$ cat config.mk
export PLATFORM = sky130hd
export DESIGN_NAME = sma_check_pipe
export DESIGN_NICKNAME = d
export VERILOG_FILES = /design/src/rtl/sma_check_pipe.sv
export SDC_FILE = /design/constraint.sdc
export NUM_CORES = 1
export LEC_CHECK = 0
export CAP_MARGIN = 5
export CORE_UTILIZATION = 50
export CTS_BUF_LIST = sky130_fd_sc_hd__clkbuf_8
export CTS_CLUSTER_SIZE = 8
export DETAILED_ROUTE_END_ITERATION = 12
export PLACE_DENSITY = 0.84
export REMOVE_ABC_BUFFERS = 1
export SLEW_MARGIN = 20
export SYNTH_ARGS = -nofsm -noshare
export SYNTH_HDL_FRONTEND = slang
export SYNTH_SLANG_ARGS = --single-unit
$ cat constraint.sdc
create_clock -name clk -period 3.55 [get_ports clk]
set_input_delay 0.5325 -clock clk [delete_from_list [all_inputs] [get_ports clk]]
set_output_delay 0.5325 -clock clk [all_outputs]
set_load 0.1 [all_outputs]
$ cat src/rtl/sma_check_pipe.sv
// sma_check_pipe: two-stage bounds checker for tagged segment pointers.
// Stage 1 decodes the segment bounds and forms the signed sum; stage 2 flags
// overflow/underflow and selects the clamped (SAT) or unchanged (TRAP) address.
// Valid/ready handshake on both sides; faults are accounted on output handshake.
module sma_check_pipe #(
    parameter int unsigned WORD_WIDTH   = 64,
    parameter int unsigned BSIZE_WIDTH  = 6,
    parameter int unsigned LENGTH_WIDTH = 4,
    parameter int unsigned PTR_WIDTH    = 48,
    parameter int unsigned FCNT_WIDTH   = 16
) (
    input  logic                    clk,
    input  logic                    rst,
    input  logic                    in_valid,
    output logic                    in_ready,
    input  logic [2:0]              access_type,
    input  logic [WORD_WIDTH-1:0]   tagged_pointer,
    input  logic [WORD_WIDTH-1:0]   increment,
    input  logic                    trap_mode,
    output logic                    out_valid,
    input  logic                    out_ready,
    output logic [WORD_WIDTH-1:0]   sma_address,
    output logic [WORD_WIDTH-1:0]   sma_pointer,
    output logic                    overflow,
    output logic                    underflow,
    input  logic                    fault_clear,
    output logic                    sticky_ovf,
    output logic                    sticky_unf,
    output logic [FCNT_WIDTH-1:0]   fault_count
);

    localparam int unsigned W     = WORD_WIDTH;
    localparam int unsigned SW    = WORD_WIDTH + 2;           // signed sum width, no wrap
    localparam int unsigned TAG_W = WORD_WIDTH - PTR_WIDTH;
    localparam int unsigned SHW   = BSIZE_WIDTH + 2;          // holds b_size + 4
    localparam logic [W-1:0]          ALL1  = '1;
    localparam logic [FCNT_WIDTH-1:0] FMAX  = '1;

    // ------------------------------------------------------------------
    // Handshake enables
    // ------------------------------------------------------------------
    logic v1;
    logic en1;
    logic en2;

    // Stage 2 can take new data when empty or being drained; stage 1 likewise.
    always_comb begin
        en2 = ~out_valid | out_ready;
        en1 = ~v1 | en2;
    end

    assign in_ready = en1 & ~rst;

    // ------------------------------------------------------------------
    // Stage 1 combinational decode
    // ------------------------------------------------------------------
    logic [BSIZE_WIDTH-1:0]  b_size_c;
    logic [LENGTH_WIDTH-1:0] l_size_c;
    logic [W-1:0]            ptr_c;
    logic [SHW-1:0]          lshift_c;
    logic [W-1:0]            lower_c;
    logic [W-1:0]            upper_c;
    logic [W-1:0]            last_c;
    logic [SW-1:0]           sum_c;

    // Segment bounds from b_size/l_size and the sign-extended sum.
    always_comb begin
        b_size_c = tagged_pointer[W-1 -: BSIZE_WIDTH];
        l_size_c = tagged_pointer[W-1-BSIZE_WIDTH -: LENGTH_WIDTH];
        ptr_c    = W'(tagged_pointer[PTR_WIDTH-1:0]);
        lshift_c = SHW'(b_size_c) + SHW'(4);
        if (lshift_c >= SHW'(W)) begin
            lower_c = '0;
        end else begin
            lower_c = ptr_c & (ALL1 << lshift_c);
        end
        upper_c = lower_c | (W'(l_size_c) << b_size_c);
        last_c  = (upper_c - W'(1)) & (ALL1 << access_type);
        sum_c   = SW'(ptr_c) + {{2{increment[W-1]}}, increment};
    end

    // ------------------------------------------------------------------
    // Stage 1 registers
    // ------------------------------------------------------------------
    logic [W-1:0]     p1_ptr;
    logic [W-1:0]     p1_lower;
    logic [W-1:0]     p1_last;
    logic [SW-1:0]    p1_sum;
    logic             p1_lnz;
    logic             p1_neg;
    logic             p1_zero;
    logic             p1_trap;
    logic [TAG_W-1:0] p1_tag;

    // Capture decoded request on accept; valid follows in_valid when enabled.
    always_ff @(posedge clk) begin
        if (rst) begin
            v1       <= 1'b0;
            p1_ptr   <= '0;
            p1_lower <= '0;
            p1_last  <= '0;
            p1_sum   <= '0;
            p1_lnz   <= 1'b0;
            p1_neg   <= 1'b0;
            p1_zero  <= 1'b0;
            p1_trap  <= 1'b0;
            p1_tag   <= '0;
        end else if (en1) begin
            v1 <= in_valid;
            if (in_valid) begin
                p1_ptr   <= ptr_c;
                p1_lower <= lower_c;
                p1_last  <= last_c;
                p1_sum   <= sum_c;
                p1_lnz   <= (l_size_c != '0);
                p1_neg   <= increment[W-1];
                p1_zero  <= (increment == '0);
                p1_trap  <= trap_mode;
                p1_tag   <= tagged_pointer[W-1:PTR_WIDTH];
            end
        end
    end

    // ------------------------------------------------------------------
    // Stage 2 combinational check and address select
    // ------------------------------------------------------------------
    logic         unf_c;
    logic         ovf_c;
    logic [W-1:0] addr_c;

    // Zero-length segments only flag the increment direction and keep ptr.
    always_comb begin
        unf_c  = 1'b0;
        ovf_c  = 1'b0;
        addr_c = p1_ptr;
        if (!p1_lnz) begin
            unf_c  = p1_neg;
            ovf_c  = ~p1_neg & ~p1_zero;
            addr_c = p1_ptr;
        end else begin
            unf_c = $signed(p1_sum) < $signed({2'b00, p1_lower});
            ovf_c = $signed(p1_sum) > $signed({2'b00, p1_last});
            if (p1_trap) begin
                addr_c = (unf_c | ovf_c) ? p1_ptr : p1_sum[W-1:0];
            end else if (ovf_c) begin
                addr_c = p1_last;          // also wins when last < lower
            end else if (unf_c) begin
                addr_c = p1_lower;
            end else begin
                addr_c = p1_sum[W-1:0];
            end
        end
    end

    // ------------------------------------------------------------------
    // Stage 2 registers (outputs)
    // ------------------------------------------------------------------
    // Outputs advance only when stage 2 is enabled, so they hold under stall.
    always_ff @(posedge clk) begin
        if (rst) begin
            out_valid   <= 1'b0;
            sma_address <= '0;
            sma_pointer <= '0;
            overflow    <= 1'b0;
            underflow   <= 1'b0;
        end else if (en2) begin
            out_valid <= v1;
            if (v1) begin
                sma_address <= addr_c;
                sma_pointer <= {p1_tag, addr_c[PTR_WIDTH-1:0]};
                overflow    <= ovf_c;
                underflow   <= unf_c;
            end
        end
    end

    // ------------------------------------------------------------------
    // Fault accounting
    // ------------------------------------------------------------------
    logic fault_evt;

    assign fault_evt = out_valid & out_ready & (overflow | underflow);

    // Clear first, then fold in a same-cycle fault event.
    always_ff @(posedge clk) begin
        if (rst) begin
            fault_count <= '0;
            sticky_ovf  <= 1'b0;
            sticky_unf  <= 1'b0;
        end else if (fault_clear) begin
            fault_count <= fault_evt ? FCNT_WIDTH'(1) : '0;
            sticky_ovf  <= fault_evt & overflow;
            sticky_unf  <= fault_evt & underflow;
        end else begin
            if (fault_evt && (fault_count != FMAX)) begin
                fault_count <= fault_count + FCNT_WIDTH'(1);
            end
            sticky_ovf <= sticky_ovf | (fault_evt & overflow);
            sticky_unf <= sticky_unf | (fault_evt & underflow);
        end
    end

endmodule

# Word level (Yosys, flattened, before mapping)
# Cells that the tools add are included.
# W data, S select, Z words.
dict set report op_classes {
  addsub 4
  reduce_logical 6
  bitwise 20
  mux 13
  n_lt_le_gt_ge 3
  eq_ne 1
  n_shift 3
}
# cell count
set op_table {}
lappend op_table {{$mux W64} 6}
lappend op_table {{$gt A66 B65 Y1} 1}
lappend op_table {{$lt A66 B65 Y1} 1}
lappend op_table {{$add A49 B64 Y65} 1}
lappend op_table {{$and A48 B64 Y64} 1}
lappend op_table {{$and A64 B64 Y64} 1}
lappend op_table {{$logic_not A64 Y1} 1}
lappend op_table {{$or A64 B64 Y64} 1}
lappend op_table {{$shl A4 B6 Y64} 1}
lappend op_table {{$shl A64 B3 Y64 const A} 1}
lappend op_table {{$shl A64 B7 Y64 const A} 1}
lappend op_table {{$sub A64 B1 Y64 const B} 1}
lappend op_table {{$mux W16} 2}
lappend op_table {{$add A16 B1 Y16 const B} 1}
lappend op_table {{$ne A16 B16 Y1 const B} 1}
lappend op_table {{$add A6 B3 Y7 const B} 1}
lappend op_table {{$ge A7 B7 Y1 const B} 1}
lappend op_table {{$and A1 B1 Y1} 6}
lappend op_table {{$or A1 B1 Y1} 6}
lappend op_table {{$mux W1} 5}
lappend op_table {{$not A1 Y1} 5}
lappend op_table {{$reduce_and A2 Y1} 2}
lappend op_table {{$reduce_bool A4 Y1} 1}
lappend op_table {{$reduce_bool A2 Y1} 1}
lappend op_table {{$logic_and A1 B1 Y1} 1}
dict set report word_totals {
  output_inout_bits 150
  reg_bits 412
  in_bits 137
}

# Depth between registers and ports, before layout
dict set report depth {
  depth_word 7
  depth_mapped 16
}

# Worst setup path after synthesis
# No wires, ideal clock.
dict set report synth_path {
  kind {input port to flip-flop}
  from {input port tagged_pointer[60]}
  to {register p1_last[37]}
  path_buffers 2
  t_required_ps 3433
  setup_time_ps 117
  stages 14
  arrival_ps 3591
  path_slack_ps -158
  path_cell_list {clkinv_1 ha_1 clkbuf_1 a21oi_1 o22ai_1 a22oi_1 buf_2 o22ai_1 or3b_2 or4_4 nor3_4 nand3_1 xor2_1 a22o_1}
}
dict set report synth_via {
  elab_chain_len 7
  elab_cells_between_ends 9
  cone_classes {add/sub (2); order compare (1); shift (2); mux (1); bitwise (3)}
}
# element line_no
set synth_rtl {}
lappend synth_rtl {{start, declared} 17} ;# input logic [WORD_WIDTH-1:0] tagged_pointer,
lappend synth_rtl {{$add A6 B3 Y7} 71} ;# lshift_c = SHW'(b_size_c) + SHW'(4);
lappend synth_rtl {{$shl A64 B7 Y64} 75} ;# lower_c = ptr_c & (ALL1 << lshift_c);
lappend synth_rtl {{$and A48 B64 Y64} 75}
lappend synth_rtl {{$mux W64} 72} ;# if (lshift_c >= SHW'(W)) begin
lappend synth_rtl {{$or A64 B64 Y64 *} 77} ;# upper_c = lower_c | (W'(l_size_c) << b_size_c);
lappend synth_rtl {{$sub A64 B1 Y64 *} 78} ;# last_c = (upper_c - W'(1)) & (ALL1 << access_type);
lappend synth_rtl {{$and A64 B64 Y64 *} 78}
lappend synth_rtl {{end signal, assigned} 113} ;# p1_last <= last_c;
lappend synth_rtl {{end, declared} 87} ;# logic [W-1:0] p1_last;
# Mark *: on every way between the ends. The rest lies on a longest branch, timed or not.
# A chain may end at the register's enable or synchronous reset.

# Worst setup path in the final report
dict set report layout_path {
  from {register p1_last[49]}
  to {register sma_address[33]}
}
dict set report layout_via {
  elab_chain_len 5
  elab_cells_between_ends 6
  cone_classes {order compare (1); mux (4); bitwise (1)}
}
# element line_no
set layout_rtl {}
lappend layout_rtl {{$gt A66 B65 Y1 *} 142} ;# ovf_c = $signed(p1_sum) > $signed({2'b00, p1_last});
lappend layout_rtl {{$or A1 B1 Y1} 144} ;# addr_c = (unf_c | ovf_c) ? p1_ptr : p1_sum[W-1:0];
lappend layout_rtl {{$mux W64} 144}
lappend layout_rtl {{$mux W64 *} 143} ;# if (p1_trap) begin
lappend layout_rtl {{$mux W64 *} 136} ;# if (!p1_lnz) begin
lappend layout_rtl {{end signal, assigned} 169} ;# sma_address <= addr_c;
lappend layout_rtl {{end, declared} 22} ;# output logic [WORD_WIDTH-1:0] sma_address,
# Marked as above.

==> impl_metrics.prom <==
# TYPE chip_impl_metric gauge
chip_impl_metric{name="fin_total_pwr",unit="mW"} 13.5
chip_impl_metric{name="postSynthCellCount",unit=""} 3056
chip_impl_metric{name="area_of_all_placed_cells_without_fillers",unit="µm²"} 33000
chip_impl_metric{name="clock_tree_sinks",unit=""} 347
chip_impl_info{name="cts-root-buf",value="clkbuf_8"} 1
chip_impl_info{name="unrepaired_setup_endpoints_after_global_routing",value="yes"} 1
chip_impl_metric{name="drive_gt1_frac",unit=""} 0.245
chip_impl_metric{name="hold_path_depth",unit=""} 2
chip_impl_info{name="hold_path.startpoint",value="rst"} 1
chip_impl_metric{name="leakage",unit="nW"} 13.6
chip_impl_metric{name="synthesis.yosys.warnings",unit=""} 0
chip_impl_metric{name="wl_per_cell",unit="µm"} 23.1
chip_impl_metric{name="slew_violations",unit=""} 0
chip_impl_metric{name="syn_area_per_cell",unit="µm²"} 7.53
chip_impl_info{name="cts_tree",value="done"} 1
chip_impl_metric{name="clock_latency",unit="ns"} 0.70
chip_impl_info{name="worstPathCellList",value="inv_2 -> ha_4 -> nand4_1 -> or4_4 -> buf_6 -> buf_12 -> o22ai_2 -> buf_6 -> or2_4 -> o21ba_4 -> nor3b_4 -> buf_6 -> buf_16 -> a221o_1 -> a211oi_2 -> o21ai_1"} 1
chip_impl_metric{name="antenna_found_initial",unit=""} 5
chip_impl_metric{name="die_width",unit="µm"} 216
chip_impl_metric{name="r2r_cells",unit=""} 16
chip_impl_metric{name="nFillCells",unit=""} 3346
chip_impl_metric{name="die_area",unit="µm²"} 46900
chip_impl_info{name="slowest_stage",value="or4_4"} 1
chip_impl_info{name="r2r-start",value="p1_last[49]"} 1
chip_impl_metric{name="slew-limit-headroom",unit=""} 0.297
chip_impl_metric{name="worst_setup_hold_path_clk_slew",unit="ns"} 0.07
chip_impl_metric{name="clockBufferDepth",unit=""} 3
chip_impl_metric{name="min_period",unit="ns"} 3.69
chip_impl_metric{name="grt_max_degree",unit=""} 88
chip_impl_info{name="run_status",value="finished with violations"} 1
chip_impl_metric{name="place.detailed.hpwl",unit="mm"} 72.1
chip_impl_metric{name="grt_pass1_vias",unit=""} 25644
chip_impl_metric{name="drc_errors",unit=""} 0
chip_impl_metric{name="peakVddDrop",unit="mV"} 0.278
chip_impl_metric{name="synth-edff-count",unit=""} 0
chip_impl_info{name="critical_path.startpoint",value="p1_last[49]"} 1
chip_impl_info{name="yosys_most_used_dff",value="dfxtp_1"} 1
chip_impl_info{name="layout_commonest_cell",value="buf_4"} 1
chip_impl_metric{name="crit_path_dat",unit="ns"} 4.24
chip_impl_info{name="worstSetupStartpointType",value="register"} 1
chip_impl_metric{name="initial_utilization",unit=""} 0.507
chip_impl_metric{name="vias",unit=""} 27931
chip_impl_metric{name="crit_fanout",unit=""} 7
chip_impl_metric{name="cp_slowest_stage_delay",unit="ns"} 0.59
chip_impl_metric{name="cts_made_buffers",unit=""} 58
chip_impl_metric{name="dp_slack",unit="ns"} -0.878
chip_impl_metric{name="vias_per_cell",unit=""} 6.31
chip_impl_metric{name="post-route-period-util",unit=""} 1.04
chip_impl_metric{name="worst-slew-pin-transition",unit="ns"} 1.05
chip_impl_info{name="timing.setup.critical_path_class",value="register to register"} 1
chip_impl_metric{name="yosysSeqAreaShare",unit=""} 0.302
chip_impl_metric{name="yosysUniqueCellTypes",unit=""} 103
chip_impl_metric{name="ios",unit=""} 287
chip_impl_metric{name="finalHoldViolCount",unit=""} 0
chip_impl_metric{name="rows",unit=""} 78
chip_impl_metric{name="grt_remaining_overflow",unit=""} 0
chip_impl_metric{name="postSynthRegisterBits",unit=""} 347
chip_impl_metric{name="final.setup_skew",unit="ns"} 0.0380
chip_impl_metric{name="core-area",unit="µm²"} 45400
chip_impl_metric{name="power-per-cell-area",unit="nW/µm²"} 409
chip_impl_metric{name="synth_async_sr_flop_share",unit=""} 0
chip_impl_metric{name="setup_viol_count_final",unit=""} 57
chip_impl_metric{name="max_freq",unit="MHz"} 271
chip_impl_metric{name="port-buffer-count",unit=""} 286
chip_impl_metric{name="netlist.area_leader.share",unit=""} 0.302
chip_impl_metric{name="placedInstanceArea",unit="µm²"} 30000
chip_impl_info{name="netlist_top_cells_area",value="dfxtp_1 (30%), ha_1 (8.9%), nand2_1 (8.7%), a21oi_1 (6.7%), o21ai_0 (4.9%)"} 1
chip_impl_info{name="layout_common_cells",value="buf_4 (560), nand2_1 (534), dfxtp_1 (337)"} 1
chip_impl_metric{name="globalRouteTotalUtil",unit=""} 0.405
chip_impl_info{name="violated_checks",value="negative setup slack"} 1
chip_impl_metric{name="tns",unit="ns"} -4.06
chip_impl_metric{name="worst_ep_required",unit="ns"} 4.10
chip_impl_metric{name="die-height",unit="µm"} 216
chip_impl_metric{name="drv.max_cap_violation_count",unit=""} 0
chip_impl_info{name="synth.largest_area_cell",value="dfxtp_1"} 1
chip_impl_metric{name="drt_iter0_drc",unit=""} 3798
chip_impl_metric{name="drt_pass1_iterations",unit=""} 6
chip_impl_metric{name="wire_length_of_the_first_global_routing_pass",unit="mm"} 148
chip_impl_metric{name="area_growth",unit="%"} 43.5
chip_impl_info{name="worstHoldPathType",value="input pin to register"} 1
chip_impl_metric{name="cts.htree.levels",unit=""} 2
chip_impl_metric{name="final_critical_path_setup_slack",unit="ns"} -0.141
chip_impl_metric{name="detail_route.wirelength",unit="mm"} 102
chip_impl_metric{name="nNetsFinal",unit=""} 4086
chip_impl_metric{name="place_congestion",unit=""} 1.09
chip_impl_info{name="most_common_cell_type_on_the_critical_path",value="buf_6"} 1
chip_impl_info{name="crit_path_capture_type",value="register"} 1
chip_impl_metric{name="syn_area",unit="µm²"} 23000
chip_impl_metric{name="reg2reg_slack",unit="ns"} -0.14
chip_impl_metric{name="detail-route-antenna-nets",unit=""} 0
[power breakdown]
group	leakage (nW)	switching (mW)	total, mW	internal (mW)
registers	2.84	0.202	4.32	4.11
logic	10.1	3.22	5.52	2.29
clock network	0.674	1.75	3.67	1.91
total	13.6	5.18	13.5	8.32
[layout make-up]
class / instances / area (µm²) / area share
antenna: 2 / 5.00 / 0.000152
clock buffer: 73 / 1000 / 0.0304
clock inverter: 30 / 163 / 0.00493
inverter: 152 / 583 / 0.0177
multi-input combinational: 2323 / 15400 / 0.468
sequential: 347 / 6960 / 0.211
tap: 600 / 751 / 0.0227
timing repair buffer: 901 / 8100 / 0.245
timing repair inverter: 1 / 8.76 / 0.000265
[Yosys cell counts (12+ instances only)]
cell type	n
and2_1	14
nor4_1	39
clkbuf_1	154
nor2_1	159
and3_1	67
o211ai_1	24
nor2b_1	17
nand4_1	54
xnor2_1	63
nor3_1	53
a21oi_1	306
xor2_1	43
nand3_1	46
dfxtp_1	347
nand2b_1	18
ha_1	164
buf_2	13
a221o_1	50
buf_4	49
a211oi_1	69
nand2_1	535
o21ai_0	223
o22ai_1	14
inv_1	150
a22o_1	12
a21o_1	69
a31oi_1	15
a22oi_1	28
nand3b_1	13
[per-layer routing]
metal / vias up / track usage / wire (µm)
li1: 12404 / - / -
met1: 13017 / 0.519 / 38100
met2: 2028 / 0.620 / 43600
met3: 480 / 0.0909 / 12700
met4: 2 / 0.241 / 7660
met5: - / 0 / 13
[registers in the layout (all words and copies together) (netlist names), 16 cells and up]
signal / cells
p1_last: 64
p1_ptr: 48
sma_address: 64
sma_pointer: 16
p1_tag: 16
p1_lower: 48
fault_count: 16
p1_sum: 65
[repair_timing]
action,in CTS,in global routing
setup endpoints to repair,98,129
gates cloned,13,7
hold buffers,0,0
pin swaps,80,113
resized for setup,166,170
buffers inserted,25,16
hold endpoints to repair,0,0
[worst max-delay path: cells and delay by family (launching register included)]
family / cells / cell delay [ns]
adder cells (fa/ha/maj): 1 / 0.27
buffers and inverters: 6 / 0.85
flip-flops: 1 / 0.36
AND/OR/NAND/NOR: 4 / 1.04
AO/OA/AOI/OAI: 5 / 1.03
[final timing paths]
path	endpoint
min reg2reg	sma_pointer[49]
min	p1_lower[43]
max	sma_address[33]
max reg2reg	sma_address[33]
[cells by family (layout without fill, tap and decap cells)]
family                   count (synthesis)  count (layout)  share of synthesized area
adder cells (fa/ha/maj)                165             165                     0.0901
XOR/XNOR                               106             106                     0.0404
other                                    0               2                          0
flip-flops                             347             347                      0.302
multiplexers                            12              12                    0.00598
AO/OA/AOI/OAI                          944             944                      0.261
AND/OR/NAND/NOR                       1096            1096                      0.226
buffers and inverters                  386            1157                     0.0740
[stage by stage]
step | std cells | util | hold WS, ns
2_1_floorplan | 2822 | - | 0.426
3_3_place_gp | 4277 | 0.661 | 0.437
3_5_place_dp | 4277 | 0.661 | 0.442
4_1_cts | 4417 | 0.712 | 0.232
5_1_grt | 4428 | 0.727 | 0.252
6_report | 4429 | 0.727 | 0.250
No activity file was read; power rests on OpenSTA's default activity.
